$ cat config.mk
export PLATFORM = sky130hd
export DESIGN_NAME = sub_result_stage
export DESIGN_NICKNAME = d
export VERILOG_FILES = /design/src/rtl/sub_stage_pkg.sv /design/src/rtl/sub_sat_counter.sv /design/src/rtl/sub_result_stage.sv
export SDC_FILE = /design/constraint.sdc
export NUM_CORES = 1
export LEC_CHECK = 0
export ABC_AREA = 1
export CAP_MARGIN = 5
export CELL_PAD_IN_SITES_DETAIL_PLACEMENT = 1
export CELL_PAD_IN_SITES_GLOBAL_PLACEMENT = 1
export CORE_MARGIN = 4
export CORE_UTILIZATION = 30
export CTS_BUF_LIST = sky130_fd_sc_hd__clkbuf_8
export DETAILED_ROUTE_END_ITERATION = 8
export PLACE_DENSITY_LB_ADDON = 0.08
export SLEW_MARGIN = 5
export SYNTH_ARGS = -nofsm -noshare
export SYNTH_HDL_FRONTEND = slang
export SYNTH_SLANG_ARGS = --single-unit
$ cat constraint.sdc
create_clock -name clk -period 2.7 [get_ports clk]
set_input_delay 0.27 -clock clk [delete_from_list [all_inputs] [get_ports clk]]
set_output_delay 0.27 -clock clk [all_outputs]
set_load 0.005 [all_outputs]
$ cat src/rtl/sub_stage_pkg.sv
// Shared types and constants for the sub_result_stage skid buffer.
package sub_stage_pkg;

    typedef enum logic [1:0] {
        EMPTY = 2'd0,
        ONE   = 2'd1,
        TWO   = 2'd2
    } buf_state_e;

    localparam int FLG_W      = 5;
    localparam int FLG_COUT   = 0;
    localparam int FLG_ZERO   = 1;
    localparam int FLG_NEG    = 2;
    localparam int FLG_OVF    = 3;
    localparam int FLG_SIGNED = 4;

endpackage

$ cat src/rtl/sub_sat_counter.sv
// Saturating event counter; only compiled into builds with SUB_STAGE_STATS_EN defined.
`ifdef SUB_STAGE_STATS_EN
module sub_sat_counter #(
    parameter int CNT_W = 16
) (
    input  logic             clk,
    input  logic             rst,
    input  logic             clr,
    input  logic             inc,
    output logic [CNT_W-1:0] count
);

    logic [CNT_W-1:0] count_q;
    logic [CNT_W-1:0] count_d;

    // A clear that coincides with an event still counts that event.
    always_comb begin
        count_d = count_q;
        if (clr)
            count_d = inc ? CNT_W'(1) : '0;
        else if (inc && (count_q != '1))
            count_d = count_q + CNT_W'(1);
    end

    always_ff @(posedge clk) begin
        if (rst)
            count_q <= '0;
        else
            count_q <= count_d;
    end

    assign count = count_q;

endmodule
`endif

$ cat src/rtl/sub_result_stage.sv
// Registered 2-entry skid buffer behind the sub subtractor, with sticky ovf/borrow status.
// Event counters are present only when SUB_STAGE_STATS_EN is defined; otherwise they read 0.
//
// state | meaning
// EMPTY | no entry held, out_valid low
// ONE   | head entry valid, can still accept
// TWO   | head and tail valid, in_ready low
module sub_result_stage
    import sub_stage_pkg::*;
#(
    parameter int WIDTH = 8,
    parameter int CNT_W = 16
) (
    input  logic             clk,
    input  logic             rst,
    input  logic             in_valid,
    output logic             in_ready,
    input  logic [WIDTH-1:0] in_result,
    input  logic             in_cout,
    input  logic             in_zero,
    input  logic             in_neg,
    input  logic             in_ovf,
    input  logic             in_signed,
    output logic             out_valid,
    input  logic             out_ready,
    output logic [WIDTH-1:0] out_result,
    output logic [FLG_W-1:0] out_flags,
    input  logic             clr_sticky,
    output logic             sticky_ovf,
    output logic             sticky_borrow,
    output logic [CNT_W-1:0] ovf_count,
    output logic [CNT_W-1:0] borrow_count
);

    buf_state_e       state_q;
    logic [WIDTH-1:0] head_res_q, tail_res_q;
    logic [FLG_W-1:0] head_flg_q, tail_flg_q;
    logic [FLG_W-1:0] in_flags;
    logic             sticky_ovf_q, sticky_ovf_d;
    logic             sticky_borrow_q, sticky_borrow_d;
    logic             accept, pop, ovf_ev, borrow_ev;

    always_comb begin
        in_flags             = '0;
        in_flags[FLG_COUT]   = in_cout;
        in_flags[FLG_ZERO]   = in_zero;
        in_flags[FLG_NEG]    = in_neg;
        in_flags[FLG_OVF]    = in_ovf;
        in_flags[FLG_SIGNED] = in_signed;
    end

    assign in_ready  = !rst && (state_q != TWO);
    assign out_valid = (state_q != EMPTY);
    assign accept    = in_valid && in_ready;
    assign pop       = out_valid && out_ready;
    assign ovf_ev    = accept && in_signed && in_ovf;
    assign borrow_ev = accept && !in_signed && !in_cout;

    always_ff @(posedge clk) begin
        if (rst) begin
            state_q    <= EMPTY;
            head_res_q <= '0;
            head_flg_q <= '0;
            tail_res_q <= '0;
            tail_flg_q <= '0;
        end else begin
            case (state_q)
                EMPTY: begin
                    if (accept) begin
                        head_res_q <= in_result;
                        head_flg_q <= in_flags;
                        state_q    <= ONE;
                    end
                end
                ONE: begin
                    if (accept && !pop) begin
                        tail_res_q <= in_result;
                        tail_flg_q <= in_flags;
                        state_q    <= TWO;
                    end else if (accept && pop) begin
                        head_res_q <= in_result;
                        head_flg_q <= in_flags;
                    end else if (pop) begin
                        state_q <= EMPTY;
                    end
                end
                TWO: begin
                    if (pop) begin
                        head_res_q <= tail_res_q;
                        head_flg_q <= tail_flg_q;
                        state_q    <= ONE;
                    end
                end
                default: state_q <= EMPTY;
            endcase
        end
    end

    // Set has priority over clear.
    always_comb begin
        sticky_ovf_d    = ovf_ev    || (sticky_ovf_q    && !clr_sticky);
        sticky_borrow_d = borrow_ev || (sticky_borrow_q && !clr_sticky);
    end

    always_ff @(posedge clk) begin
        if (rst) begin
            sticky_ovf_q    <= 1'b0;
            sticky_borrow_q <= 1'b0;
        end else begin
            sticky_ovf_q    <= sticky_ovf_d;
            sticky_borrow_q <= sticky_borrow_d;
        end
    end

    assign out_result    = head_res_q;
    assign out_flags     = head_flg_q;
    assign sticky_ovf    = sticky_ovf_q;
    assign sticky_borrow = sticky_borrow_q;

`ifdef SUB_STAGE_STATS_EN
    sub_sat_counter #(.CNT_W(CNT_W)) u_ovf_cnt (
        .clk   (clk),
        .rst   (rst),
        .clr   (clr_sticky),
        .inc   (ovf_ev),
        .count (ovf_count)
    );

    sub_sat_counter #(.CNT_W(CNT_W)) u_borrow_cnt (
        .clk   (clk),
        .rst   (rst),
        .clr   (clr_sticky),
        .inc   (borrow_ev),
        .count (borrow_count)
    );
`else
    assign ovf_count    = '0;
    assign borrow_count = '0;
`endif

endmodule

==> results.sh <==
export IMPL_status="complete, no violations"
export IMPL_drive_gt1_share_pct=6.31
export IMPL_viasPerCell=4.11
export IMPL_worst_path_max_delay_cell="clkdlybuf4s50_1"
export IMPL_cts_tree="built"
export IMPL_syn_area_um2=1770
export IMPL_rows=27
export IMPL_slew_limit_headroom_pct=65.8
export IMPL_drc=0
export IMPL_antenna_cells=0
export IMPL_power_per_cell_area_nw_per_um2=528
export IMPL_dp_slack_ps=902
export IMPL_syn_avg_cell_area_um2=6.56
export IMPL_finClkSkew_ps=3.95
export IMPL_critPathLaunchType="register"
export IMPL_die_h_um=84.7
export IMPL_root_buffer="clkbuf_8"
export IMPL_start_util_pct=31.5
export IMPL_die_w_um=84.7
export IMPL_fmax_mhz=510
export IMPL_cts_htree_levels=2
export IMPL_fin_crit_ps=1960
export IMPL_grt_usage_pct=12.0
export IMPL_io_pins=67
export IMPL_synth_area_leaders="dfxtp_1 (34%), nand2_1 (17%), buf_4 (14%), nor2_1 (8.5%), inv_1 (6.2%)"
export IMPL_grt_pass1_wl_mm=7.01
export IMPL_synth_area_leader_cell="dfxtp_1"
export IMPL_setup_viol=0
export IMPL_synth_warnings=0
export IMPL_cts_sinks=30
export IMPL_via_count=1534
export IMPL_drv_cap=0
export IMPL_overflow=0
export IMPL_fin_nets=318
export IMPL_synth_top_cell_area_share_pct=34.0
export IMPL_drv_slew=0
export IMPL_cts_setup_buffers=0
export IMPL_path_delay_family="buffers and inverters"
export IMPL_cp_slowest_stage_delay_ps=460
export IMPL_gp_congestion=0.691
export IMPL_ant_nets=0
export IMPL_portBuffers=34
export IMPL_rsz0062_at_grt="no"
export IMPL_min_path_type="register to register"
export IMPL_arrival_ps=1690
export IMPL_end_kind="output port"
export IMPL_worst_pin_slew_ps=511
export IMPL_final_cell_mix="nand2_1 (82), nor2_1 (40), clkdlybuf4s50_1 (34), conb_1 (32), dfxtp_1 (30)"
export IMPL_area_delta_synth_final_pct=19.9
export IMPL_clk_latency_ps=270
export IMPL_hold_viol=0
export IMPL_dr_pass1_iters=3
export IMPL_numCtsBuffers=5
export IMPL_fin_ws_ps=738
export IMPL_final_util_pct=37.8
export IMPL_ys_seq_elements=30
export IMPL_mostFrequentLayoutCell="nand2_1"
export IMPL_drtIter0Drc=65
export IMPL_antenna_found_initial=0
export IMPL_clk_path_buf_depth=2
export IMPL_crit_fanout=15
export IMPL_hpwl_mm=2.91
export IMPL_vdd_ir_drop_worst_mv=0.178
export IMPL_synth_cells=269
export IMPL_setup_worst_path_class="register to output port"
export IMPL_wl_per_cell_um=11.0
export IMPL_coreArea_um2=5610
export IMPL_worstPathCellList="inv_2 > nor2_4 > nor2_1 > clkdlybuf4s50_1"
export IMPL_post_cts_hold_buffer_count=0
export IMPL_drt_total_wl_mm=4.10
export IMPL_p_leak_nw=1.06
export IMPL_path_buf_inv=2
export IMPL_synth_distinct_cells=21
export IMPL_setup_tns_final_ps=0
export IMPL_path_clk_slew_ps=70
export IMPL_post_route_period_util_pct=72.7
export IMPL_ctsResizeCount=0
export IMPL_fp_dieArea_um2=7180
export IMPL_grt_pass1_vias=1462
export IMPL_grt_max_degree=28
export IMPL_worstPathRequired_ps=2430
export IMPL_seq_area_frac_synth_pct=34.0
-- synth_stat cells (all sizes together) --
cell type / instances
buf: 42
o21ai: 1
nand4: 1
conb: 1
dfxtp: 30
nor2: 42
a31oi: 1
nand2: 85
nor3: 1
a21oi: 15
nand3: 17
inv: 32
a211oi: 1
-- path summary, 6_finish.rpt --
check	start	end	slack, ps	depth (start not counted)
setup / recovery	state_q[1]$_SDFFE_PP0P_	in_ready	740	4
hold / removal	sticky_ovf$_SDFF_PP0_	sticky_ovf$_SDFF_PP0_	470	2
setup reg to reg	state_q[0]$_SDFFE_PP0P_	tail_res_q[0]$_SDFFE_PP0P_	1110	7
hold reg to reg	sticky_ovf$_SDFF_PP0_	sticky_ovf$_SDFF_PP0_	470	2
-- worst register-to-register path: stages (launching register included) --
cell and delay, ps:
dfxtp_1 450, inv_2 80, nand2_4 200, nand4_4 180, nor2_8 340, nand2_1 110
nand2_1 80, nor2_1 40
-- report_power, final --
part / switching [mW] / internal, mW
combinational: 0.112 / 0.0975
sequential: 0.0156 / 0.469
clock: 0.167 / 0.257
total: 0.294 / 0.824
-- routing by layer --
metal | GRT usage (%) | up-vias | part of all wire, %
li1 | - | 807 | -
met1 | 16.1 | 679 | 48
met2 | 19.0 | 46 | 45
met3 | 2.45 | 2 | 5.7
met4 | 4.32 | 0 | 0.95
met5 | 0 | - | 0
-- cell type report --
type / count / area [um^2]
fillers: 765 / 3490
repair buffers: 35 / 348
multi-input cells: 196 / 848
flip-flops and latches: 30 / 601
well taps: 72 / 90.1
inverters: 32 / 120
clock buffers: 8 / 110
-- metrics by stage --
| stage | hold slack [ps] | power [mW] | instance area (um^2) | instances |
|---|---|---|---|---|
| after floorplan | 339 | 0.649 | 1880 | 300 |
| after global placement | 464 | 0.705 | 2010 | 365 |
| after detailed placement | 465 | 0.707 | 2010 | 365 |
| after CTS | 475 | 1.14 | 2120 | 373 |
| after global routing | 491 | 1.19 | 2120 | 373 |
| final | 466 | 1.12 | 2120 | 373 |
-- registers in the layout, indices dropped and copies added, names as in the netlist --
signal and count:
state_q 2, tail_res_q 8, out_flags 5, sticky_borrow 1, out_result 8, sticky_ovf 1
tail_flg_q 5
-- logic make-up after synthesis --
| logic type | share of synthesized area, % |
|---|---|
| other | 0.212 |
| DFF | 34.0 |
| AOI/OAI and AO/OA | 5.32 |
| and+or+nand+nor | 35.9 |
| buffers and inverters | 24.5 |
No activity file was read; power rests on OpenSTA's default activity.
